[src/rtl/rf_bus_pkg.sv]
// rf_bus_pkg: shared types and constants for the register-file bus slave.
//   state_e     one-hot FSM state encoding (6 bits)
//   RF_BASE_ADDR / RF_SPAN  default address window (first word, size in words)
//   RF_LEN_W    width of the burst-length field (beats minus one)
//   in_window() true when a word address falls inside [base, base+span-1]
package rf_bus_pkg;

  localparam logic [15:0] RF_BASE_ADDR = 16'h0120;
  localparam int unsigned RF_SPAN      = 16;
  localparam int unsigned RF_LEN_W     = 4;

  typedef enum logic [5:0] {
    ST_IDLE    = 6'b000001,
    ST_WRITE   = 6'b000010,
    ST_RD_ADDR = 6'b000100,
    ST_RD_CAP  = 6'b001000,
    ST_DONE    = 6'b010000,
    ST_ERR     = 6'b100000
  } state_e;

  // Compared as 32-bit quantities so that base+span cannot overflow the
  // bus address width at the top of the address map.
  function automatic logic in_window(input logic [31:0] addr,
                                     input logic [31:0] base = 32'(RF_BASE_ADDR),
                                     input logic [31:0] span = RF_SPAN);
    return (addr >= base) && ((addr - base) < span);
  endfunction

endpackage

[src/rtl/rf_bus_addr_gen.sv]
// rf_bus_addr_gen: window offset counter plus burst beat down-counter.
//   clk, reset  clock and asynchronous active-high reset
//   load_i      start a burst: offset <= off_i, remaining beats <= len_i
//   off_i       starting offset inside the window
//   len_i       burst length minus one
//   inc_i       a beat completed: advance offset (mod SPAN), count one beat down
//   off_o       current offset inside the window
//   last_o      the current beat is the final one of the burst
module rf_bus_addr_gen
  import rf_bus_pkg::*;
#(
  parameter int unsigned OFF_W = 4
) (
  input  logic                clk,
  input  logic                reset,
  input  logic                load_i,
  input  logic [OFF_W-1:0]    off_i,
  input  logic [RF_LEN_W-1:0] len_i,
  input  logic                inc_i,
  output logic [OFF_W-1:0]    off_o,
  output logic                last_o
);

  logic [OFF_W-1:0]    off_q, off_d;
  logic [RF_LEN_W-1:0] cnt_q, cnt_d;

  // The offset is exactly log2(SPAN) bits wide, so the natural roll-over of
  // the adder is the modulo-SPAN wrap back to the window base.
  always_comb begin
    off_d = off_q;
    cnt_d = cnt_q;
    if (load_i) begin
      off_d = off_i;
      cnt_d = len_i;
    end else if (inc_i) begin
      off_d = off_q + OFF_W'(1);
      cnt_d = cnt_q - RF_LEN_W'(1);
    end
  end

  always_ff @(posedge clk or posedge reset) begin
    if (reset) begin
      off_q <= '0;
      cnt_q <= '0;
    end else begin
      off_q <= off_d;
      cnt_q <= cnt_d;
    end
  end

  assign off_o  = off_q;
  assign last_o = (cnt_q == '0);

endmodule

[src/rtl/rf_bus_slave.sv]
// rf_bus_slave: bus slave in front of the register file. Accepts single or
// burst read/write requests, checks them against a fixed word window and
// turns them into register-file write strobes and read address/capture steps.
//   clk, reset        clock, asynchronous active-high reset
//   s_sel, s_ready    request strobe / slave idle (accept on s_sel && s_ready)
//   s_wr, s_addr, s_len  request kind, start word address, beats minus one
//   s_valid, s_wdata  write beat handshake and data
//   s_rvalid, s_rdata read beat pulse and data
//   s_ack, s_err      completion pulse, error flag (out-of-window request)
//   rf_we, rf_waddr, rf_wdata  register-file write port
//   rf_raddr, rf_rdata         register-file read port (data one cycle after address)
module rf_bus_slave
  import rf_bus_pkg::*;
#(
  parameter int unsigned       ADDR_W    = 16,
  parameter int unsigned       DATA_W    = 64,
  parameter logic [ADDR_W-1:0] BASE_ADDR = ADDR_W'(RF_BASE_ADDR),
  parameter int unsigned       SPAN      = RF_SPAN
) (
  input  logic                clk,
  input  logic                reset,
  input  logic                s_sel,
  input  logic                s_wr,
  input  logic [ADDR_W-1:0]   s_addr,
  input  logic [RF_LEN_W-1:0] s_len,
  input  logic                s_valid,
  input  logic [DATA_W-1:0]   s_wdata,
  output logic                s_ready,
  output logic                s_rvalid,
  output logic [DATA_W-1:0]   s_rdata,
  output logic                s_ack,
  output logic                s_err,
  output logic                rf_we,
  output logic [ADDR_W-1:0]   rf_waddr,
  output logic [DATA_W-1:0]   rf_wdata,
  output logic [ADDR_W-1:0]   rf_raddr,
  input  logic [DATA_W-1:0]   rf_rdata
);

  localparam int unsigned OFF_W = (SPAN > 1) ? $clog2(SPAN) : 1;

  state_e state_q, state_d;

  logic              s_ready_q, s_ready_d;
  logic              s_rvalid_q, s_rvalid_d;
  logic [DATA_W-1:0] s_rdata_q, s_rdata_d;
  logic              s_ack_q, s_ack_d;
  logic              s_err_q, s_err_d;
  logic              rf_we_q, rf_we_d;
  logic [ADDR_W-1:0] rf_waddr_q, rf_waddr_d;
  logic [DATA_W-1:0] rf_wdata_q, rf_wdata_d;
  logic [ADDR_W-1:0] rf_raddr_q, rf_raddr_d;

  logic              ag_load, ag_inc, ag_last;
  logic [OFF_W-1:0]  ag_off, start_off;
  logic [ADDR_W-1:0] cur_addr;
  logic              accept, hit;

  assign accept    = s_sel && s_ready_q;
  assign hit       = in_window(32'(s_addr), 32'(BASE_ADDR), 32'(SPAN));
  // Only the low bits matter: an in-window address differs from the base by
  // less than SPAN, and an out-of-window one never touches the register file.
  assign start_off = OFF_W'(s_addr - BASE_ADDR);
  assign cur_addr  = BASE_ADDR + ADDR_W'(ag_off);

  rf_bus_addr_gen #(
    .OFF_W (OFF_W)
  ) u_addr_gen (
    .clk    (clk),
    .reset  (reset),
    .load_i (ag_load),
    .off_i  (start_off),
    .len_i  (s_len),
    .inc_i  (ag_inc),
    .off_o  (ag_off),
    .last_o (ag_last)
  );

  // Next state and next registered outputs. Pulse outputs default low, data
  // and address outputs hold their last value.
  always_comb begin
    state_d    = state_q;
    s_rvalid_d = 1'b0;
    s_rdata_d  = s_rdata_q;
    s_ack_d    = 1'b0;
    s_err_d    = 1'b0;
    rf_we_d    = 1'b0;
    rf_waddr_d = rf_waddr_q;
    rf_wdata_d = rf_wdata_q;
    rf_raddr_d = rf_raddr_q;
    ag_load    = 1'b0;
    ag_inc     = 1'b0;

    unique case (state_q)
      ST_IDLE: begin
        if (accept) begin
          ag_load = 1'b1;
          if (!hit) begin
            state_d = ST_ERR;
            s_ack_d = 1'b1;
            s_err_d = 1'b1;
          end else if (s_wr) begin
            state_d = ST_WRITE;
          end else begin
            state_d = ST_RD_ADDR;
          end
        end
      end
      ST_WRITE: begin
        if (s_valid) begin
          rf_we_d    = 1'b1;
          rf_waddr_d = cur_addr;
          rf_wdata_d = s_wdata;
          ag_inc     = 1'b1;
          if (ag_last) begin
            state_d = ST_DONE;
            s_ack_d = 1'b1;
          end
        end
      end
      ST_RD_ADDR: begin
        rf_raddr_d = cur_addr;
        state_d    = ST_RD_CAP;
      end
      ST_RD_CAP: begin
        s_rdata_d  = rf_rdata;
        s_rvalid_d = 1'b1;
        ag_inc     = 1'b1;
        if (ag_last) begin
          state_d = ST_DONE;
          s_ack_d = 1'b1;
        end else begin
          state_d = ST_RD_ADDR;
        end
      end
      ST_DONE: state_d = ST_IDLE;
      ST_ERR:  state_d = ST_IDLE;
      default: state_d = ST_IDLE;
    endcase

    // Ready is registered, so it is computed from where the FSM is heading.
    s_ready_d = (state_d == ST_IDLE);
  end

  always_ff @(posedge clk or posedge reset) begin
    if (reset) begin
      state_q    <= ST_IDLE;
      s_ready_q  <= 1'b1;
      s_rvalid_q <= 1'b0;
      s_rdata_q  <= '0;
      s_ack_q    <= 1'b0;
      s_err_q    <= 1'b0;
      rf_we_q    <= 1'b0;
      rf_waddr_q <= '0;
      rf_wdata_q <= '0;
      rf_raddr_q <= '0;
    end else begin
      state_q    <= state_d;
      s_ready_q  <= s_ready_d;
      s_rvalid_q <= s_rvalid_d;
      s_rdata_q  <= s_rdata_d;
      s_ack_q    <= s_ack_d;
      s_err_q    <= s_err_d;
      rf_we_q    <= rf_we_d;
      rf_waddr_q <= rf_waddr_d;
      rf_wdata_q <= rf_wdata_d;
      rf_raddr_q <= rf_raddr_d;
    end
  end

  assign s_ready  = s_ready_q;
  assign s_rvalid = s_rvalid_q;
  assign s_rdata  = s_rdata_q;
  assign s_ack    = s_ack_q;
  assign s_err    = s_err_q;
  assign rf_we    = rf_we_q;
  assign rf_waddr = rf_waddr_q;
  assign rf_wdata = rf_wdata_q;
  assign rf_raddr = rf_raddr_q;

endmodule

[config.mk]
export PLATFORM = sky130hd
export DESIGN_NAME = rf_bus_slave
export DESIGN_NICKNAME = d
export VERILOG_FILES = /design/src/rtl/rf_bus_pkg.sv /design/src/rtl/rf_bus_addr_gen.sv /design/src/rtl/rf_bus_slave.sv
export SDC_FILE = /design/constraint.sdc
export NUM_CORES = 1
export LEC_CHECK = 0
export ABC_AREA = 1
export CAP_MARGIN = 20
export CORE_ASPECT_RATIO = 0.7
export CORE_UTILIZATION = 25
export CTS_BUF_LIST = sky130_fd_sc_hd__clkbuf_2 sky130_fd_sc_hd__clkbuf_4 sky130_fd_sc_hd__clkbuf_8
export DETAILED_ROUTE_END_ITERATION = 10
export GPL_TIMING_DRIVEN = 0
export HOLD_SLACK_MARGIN = 0.08
export SLEW_MARGIN = 20
export SYNTH_ARGS = -nofsm -noshare
export SYNTH_HDL_FRONTEND = slang
export SYNTH_HIERARCHICAL = 1
export SYNTH_SLANG_ARGS = --single-unit
[constraint.sdc]
create_clock -name clk -period 6.35 [get_ports clk]
set_clock_uncertainty 0.2 [all_clocks]
set_input_delay 1.27 -clock clk [delete_from_list [all_inputs] [get_ports clk]]
set_output_delay 1.27 -clock clk [all_outputs]
set_load 0.01 [all_outputs]
==> flow_summary_export.csv <==
group,metric,value,unit
run_status,status,"finished, violations left",
run_status,violations,"design-rule violations",
floorplanning,io_pins,318,
final_layout,stdcell_area,10300,um^2
critical_path,arrival,1.52,ns
placed_design,placed_area,9870,um^2
placed_design,gp_congestion,0.756,
clock_network,clkSlewWorstSetupHoldPaths,0.08,ns
synth,syn-instance-count,729,
job,maxCapViolCount,0,
synth,ys_ff_latch,157,
critical_path,r2r_end,"u_addr_gen/cnt_q[2]",
hold_path,worstHoldPathCells,2,
global_route,grt_max_degree,88,
sta,worstMarginPinSlew,0.513,ns
sta,setup_viol,0,
critical_path,r2r_setup_slack,4.04,ns
clock_network,clock_path_buffers,2,
hold_path,worstHoldPathType,"register to register",
final_layout,stdcell_count,1402,
floorplanning,initial_core_util,25.7,%
critical_path,cp_num_buf_inv,1,
global_route,grt_pass1_wl,30100,um
power,switching_share,26.5,%
clock_network,holdBufCountCts,0,
final_layout,drive_above_1_share,9.19,%
power,power_density,222,nW/um^2
detailed_routing,initialDrtViolationCount,269,
sta,slew-limit-headroom,65.8,%
placed_design,dp.cells,1371,
clock_network,clock_latency,0.44,ns
power,power,2.29,mW
power,power_frac_clock,34.4,%
sta,rsz0062_at_grt,"false",
critical_path,cp_slowest_cell,"dfstp_2",
sta,hold_violations,0,
placed_design,hpwl,14700,um
clock_network,post-cts-setup-buffers,0,
floorplanning,num_rows,48,
synth,ys_warn_count,6,
critical_path,crit_chain,"clkdlybuf4s50_1",
power,ir_worst_vdd,0.108,mV
critical_path,critPathMaxStageDelay,0.54,ns
floorplanning,fp.coreArea,24900,um^2
sta,slew_viol_final,0,
critical_path,cp-start-kind,"register",
detailed_routing,drt_pass1_iterations,8,
placed_design,port_buffers,297,
synth,synth_area_per_cell,8.76,um^2
final_layout,finish.utilization,41.3,%
detailed_routing,wl,20000,um
clock_network,numCtsBuffers,17,
synth,yosysSeqAreaShare,61.5,%
clock_network,cts.sinks,157,
global_route,grt_pass1_vias,5549,
critical_path,endpoint_kind,"output port",
sta,fin_ws,3.36,ns
critical_path,crit_type,"register to output port",
detailed_routing,wire_per_inst,14.2,um
detailed_routing,via_count,5627,
critical_path,crit_family,"flip-flops",
global_route,grt_usage,15.3,%
global_route,grt_use_met1,19.3,%
detailed_routing,drt-vias-per-instance,4.01,
synth,ys_types,28,
critical_path,crit_required,4.88,ns
critical_path,cp_max_fo,2,
hold_path,hp-start,"rf_wdata[46]",
hold_path,holdPathEnd,"rf_wdata[46]",
floorplanning,fp.dieArea,26200,um^2
clock_network,cts_resized,0,
floorplanning,fp.dieH,136,um
detailed_routing,ant_nets,0,
global_route,grt_use_met2,23.0,%
global_route,grt_util_met3,7.30,%
final_layout,diodes,0,
power,p_comb_share,16.9,%
clock_network,htree_num_levels,4,
final_layout,nFillCells,2543,
global_route,antenna_found_initial,0,
clock_network,clock-root-buffer,"clkbuf_8",
final_layout,nets,1221,
detailed_routing,drc,25,
global_route,grt_overflow_total,0,
synth,synth_area,6390,um^2
critical_path,r2r_cells,9,
critical_path,r2r-start,"state_q[0]",
floorplanning,die_width,193,um
power,p_seq_share,48.7,%
power,p_sw,0.605,mW
sta,finalCritPeriodShare,47.1,%
sta,fin_crit,2.99,ns
clock_network,cts_tree,"done",
global_route,grt_most_used_layer,"met2",
power,p_int,1.68,mW
power,p_leak,4.92,nW
placed_design,pre_cts_ws,2.89,ns
sta,fmax,335,MHz
final_layout,syn2layout_area_growth,60.9,%
sequential cells by signal, summed over array words and instances, names as in the netlist:
register / cells
rf_wdata: 64
s_rdata: 64
state_q: 6
rf_raddr: 5
rf_waddr: 5
u_addr_gen/cnt_q: 4
u_addr_gen/off_o: 4
rf_we: 1
s_ack: 1
s_err: 1
s_ready: 1
s_rvalid: 1
how the worst max path moves through the flow:
stage	start	cells after the start	to
2_1_floorplan	reset	1	rf_raddr[0]
3_3_place_gp	reset	2	s_rdata[36]
3_5_place_dp	s_valid	9	u_addr_gen/cnt_q[0]
4_1_cts	s_ready	1	s_ready
5_1_grt	s_valid	9	u_addr_gen/cnt_q[0]
6_report	s_ready	1	s_ready
per-stage QoR:
stage / TNS, ns / hold WS [ns]
floorplan: 0 / 0.278
global placement: -246.93 / 0.252
detailed placement: 0 / 0.258
CTS: 0 / 0.279
global route: 0 / 0.294
finish: 0 / 0.272
synth_stat cells:
master	instances	area (um^2)
nand2_1	423	1590
dfrtp_1	155	3880
buf_4	31	233
inv_1	31	116
buf_2	17	85.1
nor2_1	9	33.8
nand3_1	8	40.0
o21ai_0	8	40.0
o21ai_1	7	35.0
nand4_1	5	31.3
ha_1	3	37.5
inv_2	3	11.3
nand3_2	3	30.0
nor2_2	3	18.8
a21boi_1	2	15.0
a22oi_1	2	15.0
clkbuf_1	2	7.51
dfstp_2	2	52.6
nor2_4	2	22.5
nor3b_1	2	15.0
o211ai_1	2	15.0
or2_2	2	12.5
xnor2_1	2	17.5
a21oi_1	1	5.00
buf_6	1	11.3
conb_1	1	3.75
inv_4	1	6.26
nand2_4	1	11.3
routing by layer:
| layer | part of all wire (%) | vias up |
|---|---|---|
| met2 | 43 | 219 |
| met4 | 1.1 | 0 |
| met1 | 44 | 2562 |
| met5 | 0 | - |
| li1 | - | 2835 |
| met3 | 13 | 11 |
power groups by stage:
stage | combinational [mW] | sequential [mW] | clock [mW]
after global placement | 0.383 | 1.13 | 0
after floorplan | 0.175 | 1.14 | 0
after CTS | 0.392 | 1.11 | 0.829
after global routing | 0.432 | 1.12 | 0.857
final | 0.388 | 1.11 | 0.786
after detailed placement | 0.391 | 1.13 | 0
placed cells by master, fill, tap and decap left out:
cell type,Yosys,final
a21boi_1,2,2
dfrtp_1,155,155
nand3_1,8,8
or2_2,2,2
buf_4,31,31
dfstp_2,2,2
clkbuf_8,0,18
inv_1,31,30
clkbuf_4,0,2
xnor2_1,2,2
o21ai_1,7,7
o211ai_1,2,2
buf_16,0,1
ha_1,3,3
clkinv_2,0,4
o21ai_0,8,8
clkdlybuf4s50_1,0,297
buf_2,17,17
nor3b_1,2,2
inv_2,3,3
nand3_2,3,3
clkinv_4,0,3
nor2_4,2,2
a22oi_1,2,2
clkinvlp_4,0,1
nand4_1,5,5
inv_4,1,1
conb_1,1,20
a21oi_1,1,1
nand2_4,1,1
nor2_1,9,9
buf_6,1,1
clkbuf_1,2,2
bufinv_16,0,3
nand2_1,423,423
nor2_2,3,3
inv_8,0,1
layout make-up:
class                   instances  area, um^2  share of cell area [%]
plain buffers                  51         337                    3.27
clock buffers                  20         263                    2.56
clock inverters                11         144                    1.40
inverters                      35         141                    1.38
multi-input cells             505        2060                    20.0
flip-flops and latches        157        3930                    38.2
well taps                     325         407                    3.96
repair buffers                298        3000                    29.2
logic make-up (layout without fill, tap and decap cells):
| kind of cell | count (synthesis) | count (layout) | synth area share, % |
|---|---|---|---|
| AND/OR/NAND/NOR | 458 | 458 | 28.2 |
| flip-flops | 157 | 157 | 61.5 |
| buffers and inverters | 86 | 415 | 7.36 |
| AO/OA/AOI/OAI | 22 | 22 | 1.96 |
| adder cells (fa/ha/maj) | 3 | 3 | 0.588 |
| XOR/XNOR | 2 | 2 | 0.274 |
| other | 1 | 20 | 0.0587 |
Power figures use the tool's default switching activity.
==> variant (config.mk and constraints unchanged) <==
Take the reset off `rf_wdata_q` and load it in a clocked block of its own.
--- a/src/rtl/rf_bus_slave.sv
+++ b/src/rtl/rf_bus_slave.sv
@@ -152,7 +152,6 @@
       s_err_q    <= 1'b0;
       rf_we_q    <= 1'b0;
       rf_waddr_q <= '0;
-      rf_wdata_q <= '0;
       rf_raddr_q <= '0;
     end else begin
       state_q    <= state_d;
@@ -163,9 +162,12 @@
       s_err_q    <= s_err_d;
       rf_we_q    <= rf_we_d;
       rf_waddr_q <= rf_waddr_d;
-      rf_wdata_q <= rf_wdata_d;
       rf_raddr_q <= rf_raddr_d;
     end
+  end
+
+  always_ff @(posedge clk) begin
+    rf_wdata_q <= rf_wdata_d;
   end
 
   assign s_ready  = s_ready_q;
Behaviour: differs if reset is asserted again (counterexample within 4 cycles, from zero or initial values and one cycle with reset high); with reset held inactive, the same outputs for 4 cycles.
==> variant against the original RTL <==
- worst setup slack lost 0.060 ns
- fmax shrank 2.0%
- final cell count shrank 16%
- design area shrank 4.5%
- sequential cell count is the same
- clock power shrank 8.8%
- area after synthesis shrank 6.9%
- die area shrank 6.8%
- global-route usage shrank 0.76 points
- wire length shrank 12%
- power shrank 5.8%
- critical endpoint unchanged
- largest cell class unchanged
- largest power group unchanged
==> variant: results (changes against the original RTL) <==
- Outcome: finished, final reports clean
- Area fraction in compound gates after synthesis: 2.17% (+0.21 points)
- Sequential area share after synthesis: 71.4% (+9.9 points)
- Top delay family on crit path: buffers and inverters
- Top post-synthesis cells by area: dfrtp_1 38%, edfxtp_1 32%, nand2_1 15%
- Worst Path Arrival: 1.58 ns (+0.06 ns)
- Multi-input logic area: 1340 um2 (-35%)
- Initial drt markers: 143 (-47%)
- Number of non-clock buffers in the layout: 336 (-3.7%)
- DR vias: 4636 (-18%)
- Vias in the first global route: 4545 (-18%)
- CP peak stage delay: 0.59 ns (+0.05 ns)
- Worst vdd ir: 0.126 mV (+17%)
- Post-Place Cell Area: 9450 um2 (-4.3%)
- Hold wc startpoint: s_rdata[37]
- Reg2Reg Setup Slack: 4.11 ns (+0.07 ns)
- Xor/xnor share of the synthesized area: 0.294% (+0.020 points)
- GRT Total Usage: 14.5% (-0.76 points)
- HPWL Detailed: 13.1 mm (-11%)
- # fillers: 2193 (-14%)
- Met1 Resource Use GR: 18.1% (-1.3 points)
- Syn Inst Count: 522 (-28%)
- Hold slack: 0.281 ns (+0.00959 ns)
- FF+latch count: 157 (unchanged)
- Largest net degree at the start of global routing: 64 (-27%)
- Pleak: 4.09 nW (-17%)
- Clk Latency, worst-skew pair: 0.46 ns (+0.02 ns)
- Top post-synthesis cells by count: 231 x nand2_1, 91 x dfrtp_1, 64 x edfxtp_1
- M2 GR Usage: 22.9% (-0.12 points)
- Final worst path period need: 3.05 ns (+0.0595 ns)
- Relative slew slack: 64.5% (-1.3 points)
- Nets: 1015 (-17%)
- RR Endpoint: u_addr_gen/cnt_q[0]
- Slowest CP cell: clkdlybuf4s50_1
- Ys async rst share: 59.2% (-41 points)
- Hold Crit Endpoint: s_rdata[37]
- EDFF count, synth: 64 (+64)
- R2R depth: 7 (-2)
- Netlist cell types: 31 (+11%)
- Register area: 4250 um2 (+8.1%)
- Comb_multi_in: 313 (-38%)
- Core area: 23000 um2 (-7.4%)
- First-pass DRT Iterations: 4 (-4)
- Final WL: 17.5 mm (-12%)
- Place WS: 3.18 ns (+0.289 ns)
- Buffering overhead: 33.9% (+1.4 points)
- Layout cells sized above 1: 9.75% (+0.56 points)
- Clk cell area share: 3.76% (-0.20 points)
- Met3 Resource Use GR: 6.20% (-1.1 points)
- WL/cell: 14.8 um (+3.9%)
- First-pass GRT wire length: 26.3 mm (-13%)
## variant: cell types whose count changed after synthesis, moves of 3 or more
cell / change
dfrtp_1: -64
o21ai_1: -4
buf_6: +9
o21ai_0: +3
edfxtp_1: +64
nand2_1: -192
buf_4: -9
buf_2: -14
## variant: how the worst max path moves through the flow
stage / from / end / slack, ns / depth (start not counted)
floorplan: reset / rf_raddr[0] / 2.69 / 1
global placement: reset / s_rdata[53] / 0.85 / 2
detailed placement: s_valid / rf_wdata[22] / 3.18 / 4
CTS: s_ready / s_ready / 3.26 / 1
global route: s_ready / s_ready / 3.23 / 1
finish: s_ready / s_ready / 3.30 / 1
## variant: power breakdown
part	internal [mW]	leakage (nW)	switching (mW)	total, mW
clock	0.325	0.180	0.392	0.717
sequential	1.10	1.52	0.0368	1.13
combinational	0.168	2.40	0.135	0.303
total	1.59	4.09	0.564	2.15
## variant: per-layer routing
metal	part of all wire [%]	vias to the layer above
li1	-	2294
met1	44	2127
met2	46	203
met3	8.9	12
met4	1.0	0
met5	0	-
